<file path="config.mk">
export PLATFORM = sky130hd
export DESIGN_NAME = instruction_decode_stage
export DESIGN_NICKNAME = d
export VERILOG_FILES = /design/src/rtl/instruction_decode_stage.sv
export SDC_FILE = /design/constraint.sdc
export NUM_CORES = 2
export LEC_CHECK = 0
export BUFFER_PORTS_ARGS = -buffer_cell sky130_fd_sc_hd__buf_4
export CAP_MARGIN = 20
export CELL_PAD_IN_SITES_DETAIL_PLACEMENT = 0
export CELL_PAD_IN_SITES_GLOBAL_PLACEMENT = 1
export CORE_MARGIN = 2
export CORE_UTILIZATION = 48
export CTS_CLUSTER_DIAMETER = 80
export DETAILED_ROUTE_END_ITERATION = 10
export GPL_TIMING_DRIVEN = 0
export PLACE_DENSITY_LB_ADDON = 0.1
export REMOVE_ABC_BUFFERS = 1
export SLEW_MARGIN = 5
export SYNTH_ARGS = -nofsm -noshare
export SYNTH_HDL_FRONTEND = slang
export SYNTH_SLANG_ARGS = --single-unit
</file>
<file path="constraint.sdc">
create_clock -name Clk -period 2.85 [get_ports Clk]
set_clock_uncertainty 0.2 [all_clocks]
set_input_delay 0.1425 -clock Clk [delete_from_list [all_inputs] [get_ports Clk]]
set_output_delay 0.1425 -clock Clk [all_outputs]
set_load 0.02 [all_outputs]
</file>
<file path="src/rtl/instruction_decode_stage.sv">
// Instruction decode stage: IF/ID register, 32x32 register file with a
// write-back port, field decode, load-use hazard detection and an ID/EX
// register.
//
// Ports:
//   Clk, Reset        clock, synchronous active-high reset
//   IF_Instruction    fetched instruction
//   IF_PCPlus4        PC+4 of the fetched instruction
//   Flush             squash IF/ID and ID/EX (branch taken downstream)
//   WB_RegWrite/WB_WriteReg/WB_WriteData   register-file write-back port
//   Stall             combinational load-use stall request to fetch
//   DE_*              registered ID/EX payload
module instruction_decode_stage #(
   parameter logic [5:0] LW_OPCODE = 6'h23,
   parameter logic [5:0] SW_OPCODE = 6'h2B,
   parameter bit         WB_BYPASS = 1'b1
) (
   input  logic        Clk,
   input  logic        Reset,
   input  logic [31:0] IF_Instruction,
   input  logic [31:0] IF_PCPlus4,
   input  logic        Flush,
   input  logic        WB_RegWrite,
   input  logic [4:0]  WB_WriteReg,
   input  logic [31:0] WB_WriteData,
   output logic        Stall,
   output logic        DE_Valid,
   output logic [31:0] DE_PCPlus4,
   output logic [31:0] DE_ReadData1,
   output logic [31:0] DE_ReadData2,
   output logic [31:0] DE_SignExt,
   output logic [4:0]  DE_Rs,
   output logic [4:0]  DE_Rt,
   output logic [4:0]  DE_Rd,
   output logic [5:0]  DE_Opcode,
   output logic [5:0]  DE_Funct,
   output logic        DE_MemRead,
   output logic        DE_MemWrite
);

   localparam int unsigned XLEN  = 32;
   localparam int unsigned RAW   = 5;
   localparam int unsigned NREGS = 32;

   // ID/EX payload
   typedef struct packed {
      logic            valid;
      logic [XLEN-1:0] pc_plus4;
      logic [XLEN-1:0] read_data1;
      logic [XLEN-1:0] read_data2;
      logic [XLEN-1:0] sign_ext;
      logic [RAW-1:0]  rs;
      logic [RAW-1:0]  rt;
      logic [RAW-1:0]  rd;
      logic [5:0]      opcode;
      logic [5:0]      funct;
      logic            mem_read;
      logic            mem_write;
   } de_t;

   logic [XLEN-1:0] ifid_instr_q, ifid_instr_d;
   logic [XLEN-1:0] ifid_pc4_q, ifid_pc4_d;
   logic            ifid_valid_q, ifid_valid_d;
   logic [XLEN-1:0] rf_q [NREGS];
   logic [XLEN-1:0] rf_d [NREGS];
   de_t             de_q, de_d;

   logic [RAW-1:0]  ifid_rs, ifid_rt;
   logic [XLEN-1:0] rd1_c, rd2_c;
   logic            wb_en_c;

   assign ifid_rs = ifid_instr_q[25:21];
   assign ifid_rt = ifid_instr_q[20:16];
   assign wb_en_c = WB_RegWrite && (WB_WriteReg != '0);

   // Load in ID/EX whose destination is a source of the instruction in IF/ID
   assign Stall = ifid_valid_q & de_q.valid & de_q.mem_read & (de_q.rt != '0) &
                  ((de_q.rt == ifid_rs) | (de_q.rt == ifid_rt));

   // Register read with $0 hard-wired and optional write-first bypass
   always_comb begin
      rd1_c = '0;
      rd2_c = '0;
      if (ifid_rs != '0) begin
         if (WB_BYPASS && wb_en_c && (WB_WriteReg == ifid_rs)) rd1_c = WB_WriteData;
         else                                                   rd1_c = rf_q[ifid_rs];
      end
      if (ifid_rt != '0) begin
         if (WB_BYPASS && wb_en_c && (WB_WriteReg == ifid_rt)) rd2_c = WB_WriteData;
         else                                                   rd2_c = rf_q[ifid_rt];
      end
   end

   // Register-file write-back, independent of stall and flush
   always_comb begin
      rf_d = rf_q;
      if (wb_en_c) rf_d[WB_WriteReg] = WB_WriteData;
   end

   // IF/ID next state: flush clears, stall holds, otherwise capture
   always_comb begin
      ifid_instr_d = ifid_instr_q;
      ifid_pc4_d   = ifid_pc4_q;
      ifid_valid_d = ifid_valid_q;
      if (Flush) begin
         ifid_instr_d = '0;
         ifid_pc4_d   = '0;
         ifid_valid_d = 1'b0;
      end else if (!Stall) begin
         ifid_instr_d = IF_Instruction;
         ifid_pc4_d   = IF_PCPlus4;
         ifid_valid_d = 1'b1;
      end
   end

   // ID/EX next state: bubble on flush, stall or empty IF/ID
   always_comb begin
      de_d = '0;
      if (!Flush && !Stall && ifid_valid_q) begin
         de_d.valid      = 1'b1;
         de_d.pc_plus4   = ifid_pc4_q;
         de_d.read_data1 = rd1_c;
         de_d.read_data2 = rd2_c;
         de_d.sign_ext   = {{16{ifid_instr_q[15]}}, ifid_instr_q[15:0]};
         de_d.rs         = ifid_rs;
         de_d.rt         = ifid_rt;
         de_d.rd         = ifid_instr_q[15:11];
         de_d.opcode     = ifid_instr_q[31:26];
         de_d.funct      = ifid_instr_q[5:0];
         de_d.mem_read   = (ifid_instr_q[31:26] == LW_OPCODE);
         de_d.mem_write  = (ifid_instr_q[31:26] == SW_OPCODE);
      end
   end

   always_ff @(posedge Clk) begin
      if (Reset) begin
         ifid_instr_q <= '0;
         ifid_pc4_q   <= '0;
         ifid_valid_q <= 1'b0;
         rf_q         <= '{default: '0};
         de_q         <= '0;
      end else begin
         ifid_instr_q <= ifid_instr_d;
         ifid_pc4_q   <= ifid_pc4_d;
         ifid_valid_q <= ifid_valid_d;
         rf_q         <= rf_d;
         de_q         <= de_d;
      end
   end

   assign DE_Valid     = de_q.valid;
   assign DE_PCPlus4   = de_q.pc_plus4;
   assign DE_ReadData1 = de_q.read_data1;
   assign DE_ReadData2 = de_q.read_data2;
   assign DE_SignExt   = de_q.sign_ext;
   assign DE_Rs        = de_q.rs;
   assign DE_Rt        = de_q.rt;
   assign DE_Rd        = de_q.rd;
   assign DE_Opcode    = de_q.opcode;
   assign DE_Funct     = de_q.funct;
   assign DE_MemRead   = de_q.mem_read;
   assign DE_MemWrite  = de_q.mem_write;

endmodule

</file>
Word level (Yosys, flattened, before mapping)
Cells that the tools add are included.
{ "word_totals": {"reg_bits": 1231, "in_bits": 105, "wordCells": 98} }
{ "op_classes": {"order_cmp": 4, "n_eq_ne": 6, "n_mux": 14, "bitwise_logic": 11, "n_reduce_logical": 16} }
{ "ops": {"columns": ["op", "count"], "rows": [
  ["1024-bit bitwise mux", 1],
  ["32-bit binary-select mux with 5-bit select", 2],
  ["32-bit 2-to-1 mux", 9],
  ["32-bit demux with 5-bit select", 1],
  ["158-bit 2-to-1 mux", 1],
  ["5-bit == test", 4],
  ["5-bit nonzero test", 4],
  ["6-bit greater-or-equal comparator, second input constant", 3],
  ["5-bit inverter with 6-bit output", 3],
  ["6-bit == test, second input constant", 2],
  ["1-bit logical AND", 6],
  ["6-bit by 1-bit < comparator with 1-bit output, second input constant", 1],
  ["3-bit OR reduction", 2],
  ["1-bit AND", 4],
  ["2-bit OR reduction", 2],
  ["1-bit inverter", 3],
  ["1-bit logical NOT", 2],
  ["1-bit OR", 1]
]} }

Depth between registers and ports, before layout
{ "logic_depth": {"depth_word": 9, "mapped_depth": 11} }

Worst setup path after synthesis
No wires, ideal clock.
{ "synth_path": {"path_kind": "register to register", "from": "register ifid_instr_q[17]", "to": "register de_q, in the netlist DE_ReadData2[17]", "setup_ns": 0.135, "t_arrival_ns": 2.012, "slack_ns": 0.503, "stages_incl_launch_ff": 8, "period_less_slack_ns": 2.347, "cell_sequence": "dfxtp_1 -> buf_4 -> buf_2 -> mux4_2 -> mux2_2 -> a221o_1 -> a21boi_0 -> nor4_1"} }
{ "synth_via": {"elab_chain_cells": 8, "elab_cells_between_ends": 17, "classes_between": "eq/ne: 2; mux: 4; bitwise: 5; reduce/logical: 6"} }
{ "synth_lines": {"columns": ["element", "line_no", "rtl"], "rows": [
  ["start: declaration", "61", "logic [XLEN-1:0] ifid_instr_q, ifid_instr_d;"],
  ["start signal: assignment", "143", "ifid_instr_q <= ifid_instr_d;"],
  ["parallel branches: the longest is 8 deep, another holds 32-bit binary-select mux with 5-bit select", null, null],
  ["end signal: assignment", "141", "de_q <= '0;"],
  ["end signal: assignment", "147", "de_q <= de_d;"],
  ["end: declaration", "66", "de_t de_q, de_d;"]
]} }
Several ways; the timed one is not identified. The select of a mux whose other input is x is not followed.
A chain may end at the register's enable or synchronous reset.

Worst setup path in the final report
{ "layout_path": {"from": "register ifid_instr_q[17]", "to": "register de_q, in the netlist DE_ReadData2[30]"} }
Same word-level chain as after synthesis.

==> results.sh <==
export IMPL_outcome="finished, violations left"
export IMPL_violations="negative setup slack"
export IMPL_die_h_um=356
export IMPL_cts_root_buf="clkbuf_16"
export IMPL_pwr_share_seq_pct=43.4
export IMPL_met3_length_mm=27.7
export IMPL_drv_cap=0
export IMPL_cts_sinks=1220
export IMPL_slowest_delay_ns=0.58
export IMPL_ys_seq_area_share_pct=41.1
export IMPL_htreeDepth=4
export IMPL_finalNonFillerCells=8581
export IMPL_viasPerCell=6.33
export IMPL_antenna_found_initial=3
export IMPL_grt_pass1_vias=50800
export IMPL_fmax_mhz=345
export IMPL_intPower_w=0.0297
export IMPL_dr_pass1_iters=6
export IMPL_cts_buffer_depth=3
export IMPL_r2r_setup_slack_ns=-0.05
export IMPL_setup_ws_ns=-0.0519
export IMPL_synthFlopType="dfxtp_1"
export IMPL_num_rows=129
export IMPL_power_leakage_nw=24.5
export IMPL_die_area_mm2=0.127
export IMPL_maxSlewHeadroom_pct=33.5
export IMPL_drc_errors=0
export IMPL_via_count=54300
export IMPL_clkTransAtPathRegs_ns=0.06
export IMPL_num_io_pins=264
export IMPL_clk_latency_ns=0.79
export IMPL_ir_worst_vdd_mv=0.735
export IMPL_path_class="reg -> reg"
export IMPL_min_path_type="in -> reg"
export IMPL_io_buffers=263
export IMPL_hold_viol_final=0
export IMPL_period_minus_slack_ns=2.90
export IMPL_area_delta_synth_final_pct=23.8
export IMPL_met1Wirelength_mm=96.2
export IMPL_core_area_mm2=0.123
export IMPL_netlist_area_mm2=0.0594
export IMPL_async_flop_share_pct=0
export IMPL_startpoint_type="register"
export IMPL_end_kind="register"
export IMPL_grt_setup_unrepaired="yes"
export IMPL_cp_slowest_cell="a221oi_1"
export IMPL_cts_tree="yes"
export IMPL_drive_gt1_share_pct=21.8
export IMPL_slew_violations=0
export IMPL_dr_max_layer_used="met5"
export IMPL_critPathBufInv=2
export IMPL_cts_buffers=141
export IMPL_final_cell_mix="2,058 x nand2_1, 1,210 x dfxtp_1, 1,065 x a21oi_1"
export IMPL_cp_top_family="compound AO/OA/AOI/OAI gates"
export IMPL_setup_violations=12
export IMPL_dp_hpwl_mm=140
export IMPL_worst_hold_slack_ns=0.00830
export IMPL_required_ns=3.28
export IMPL_drtIter0Drc=7590
export IMPL_grt_pass1_wl_mm=357
export IMPL_ys_seq_elements=1220
export IMPL_power_density_mw_per_mm2=542
export IMPL_die_width_um=356
export IMPL_wl_mm=252
export IMPL_initial_core_util_pct=48.2
export IMPL_cp_cell_sequence="buf_6 > buf_16 > mux4_2 > mux2_2 > a221oi_1 > a21o_1 > a2111oi_2"
export IMPL_grt_total_usage_pct=38.4
export IMPL_antenna_cells=0
export IMPL_switching_power_w=0.0102
export IMPL_post_route_period_util_pct=102
export IMPL_yosysWarnings=0
export IMPL_crit_fanout=21
export IMPL_gp_congestion=0.806
export IMPL_yosysUniqueCellTypes=61
export IMPL_tightestPinTransition_ns=0.994
export IMPL_synth_top_area_share_pct=41.1
export IMPL_wl_met2_mm=112
export IMPL_switching_share_pct=25.6
export IMPL_grt_max_degree=147
export IMPL_cp_arrival_ns=3.33
export IMPL_placedCellCount=7937
export IMPL_wire_per_inst_um=29.3
export IMPL_postSynthCellCount=6637
export IMPL_synth_area_leaders="dfxtp_1 41%, mux4_2 16%, nand2_1 13%"
export IMPL_nets=6935
export IMPL_pre_cts_slack_ns=-1.30
export IMPL_synth_largest_area_cell="dfxtp_1"
export IMPL_layout_commonest_cell="nand2_1"
export IMPL_avgSynthCellArea_um2=8.95
export IMPL_postRouteAntennaNets=0
export IMPL_grt_overflow=0
export IMPL_p_clk_share_pct=47.3
export IMPL_synth_edf_count=0
export IMPL_comb_power_share_pct=9.3
==> cells in the mapped netlist, types with 11 or more instances <==
| library cell | number |
|---|---|
| nor2b_1 | 51 |
| buf_4 | 76 |
| a221o_1 | 22 |
| a22oi_1 | 17 |
| a32oi_1 | 11 |
| buf_6 | 37 |
| a21oi_1 | 1066 |
| clkbuf_2 | 30 |
| a221oi_1 | 35 |
| o21ai_0 | 66 |
| a21boi_0 | 13 |
| mux2i_1 | 203 |
| clkbuf_1 | 465 |
| mux2_2 | 101 |
| and2_1 | 70 |
| a211oi_1 | 56 |
| dfxtp_1 | 1220 |
| o22ai_1 | 43 |
| buf_1 | 11 |
| nand3_1 | 70 |
| a21o_1 | 31 |
| xnor2_1 | 12 |
| o221ai_1 | 49 |
| buf_2 | 103 |
| nor2_1 | 110 |
| nor4_1 | 15 |
| a2111oi_2 | 47 |
| nand2_1 | 2092 |
| mux4_2 | 418 |
==> path summary, 6_finish.rpt <==
kind | start | endpoint | depth (start not counted)
setup / recovery | ifid_instr_q[17] | DE_ReadData2[30] | 7
hold / removal | WB_RegWrite | rf_q[488] | 5
setup reg to reg | ifid_instr_q[17] | DE_ReadData2[30] | 7
hold reg to reg | ifid_instr_q[6] | DE_SignExt[6] | 1
==> power groups by stage <==
stage	Sequential (W)	Clock, W	Combinational (W)
2_1_floorplan	0.0179	0	0.00107
3_3_place_gp	0.0181	0	0.00238
3_5_place_dp	0.0178	0	0.00270
4_1_cts	0.0173	0.0189	0.00353
5_1_grt	0.0173	0.0197	0.00378
6_report	0.0173	0.0189	0.00371
==> final cells by class <==
class	count	area (um2)
Multi-Input combinational cell	4685	32700
Clock buffer	212	4140
Timing Repair Buffer	775	9620
Fill cell	10400	49700
Clock inverter	45	617
Sequential cell	1220	24500
Tap cell	1637	2050
Inverter	7	28.8
==> cell families after synthesis <==
logic type,synth area share [%]
flip-flops,41.1
AO/OA/AOI/OAI,14.8
multiplexers,21.2
buffers and inverters,6.14
XOR/XNOR,0.295
AND/OR/NAND/NOR,16.5
==> worst register-to-register path: cells and delay by family (launching register included) <==
family,cells,cell delay (ns)
flip-flops,1,0.37
multiplexers,2,0.88
buffers and inverters,2,0.45
AO/OA/AOI/OAI,3,0.84
==> state kept, by name, indices dropped and copies added (netlist names) <==
name          count
DE_MemRead        1
DE_MemWrite       1
DE_Opcode         6
DE_PCPlus4       32
DE_ReadData1     32
DE_ReadData2     32
DE_Rs             5
DE_Rt             5
DE_SignExt       16
DE_Valid          1
ifid_instr_q     32
ifid_pc4_q       32
ifid_valid_q      1
rf_q           1024
==> repair_timing <==
action | in CTS | in global routing
cloned | 38 | 5
endpoints found under the hold margin | 1133 | 0
gates resized for setup | 102 | 35
setup endpoints to repair | 155 | 145
hold buffers | 217 | 0
buffers inserted | 102 | 28
pin swaps | 26 | 18
==> stage by stage <==
step                power (W)  util (%)  area (um2)  TNS (ns)
finish                 0.0399      59.7       73600    -0.353
global route           0.0408      59.7       73600    -0.113
floorplan              0.0190         -       55800  -2216.32
CTS                    0.0398      59.3       73200         0
global placement       0.0205      48.5       59800         -
detailed placement     0.0205      51.3       63300   -145.83
==> per-layer routing <==
metal / global-route usage, % / vias up
li1: - / 23600
met1: 50.5 / 26600
met2: 58.4 / 3489
met3: 8.68 / 721
met4: 22.0 / 2
met5: 0 / -
(Power assumes the default switching activity.)
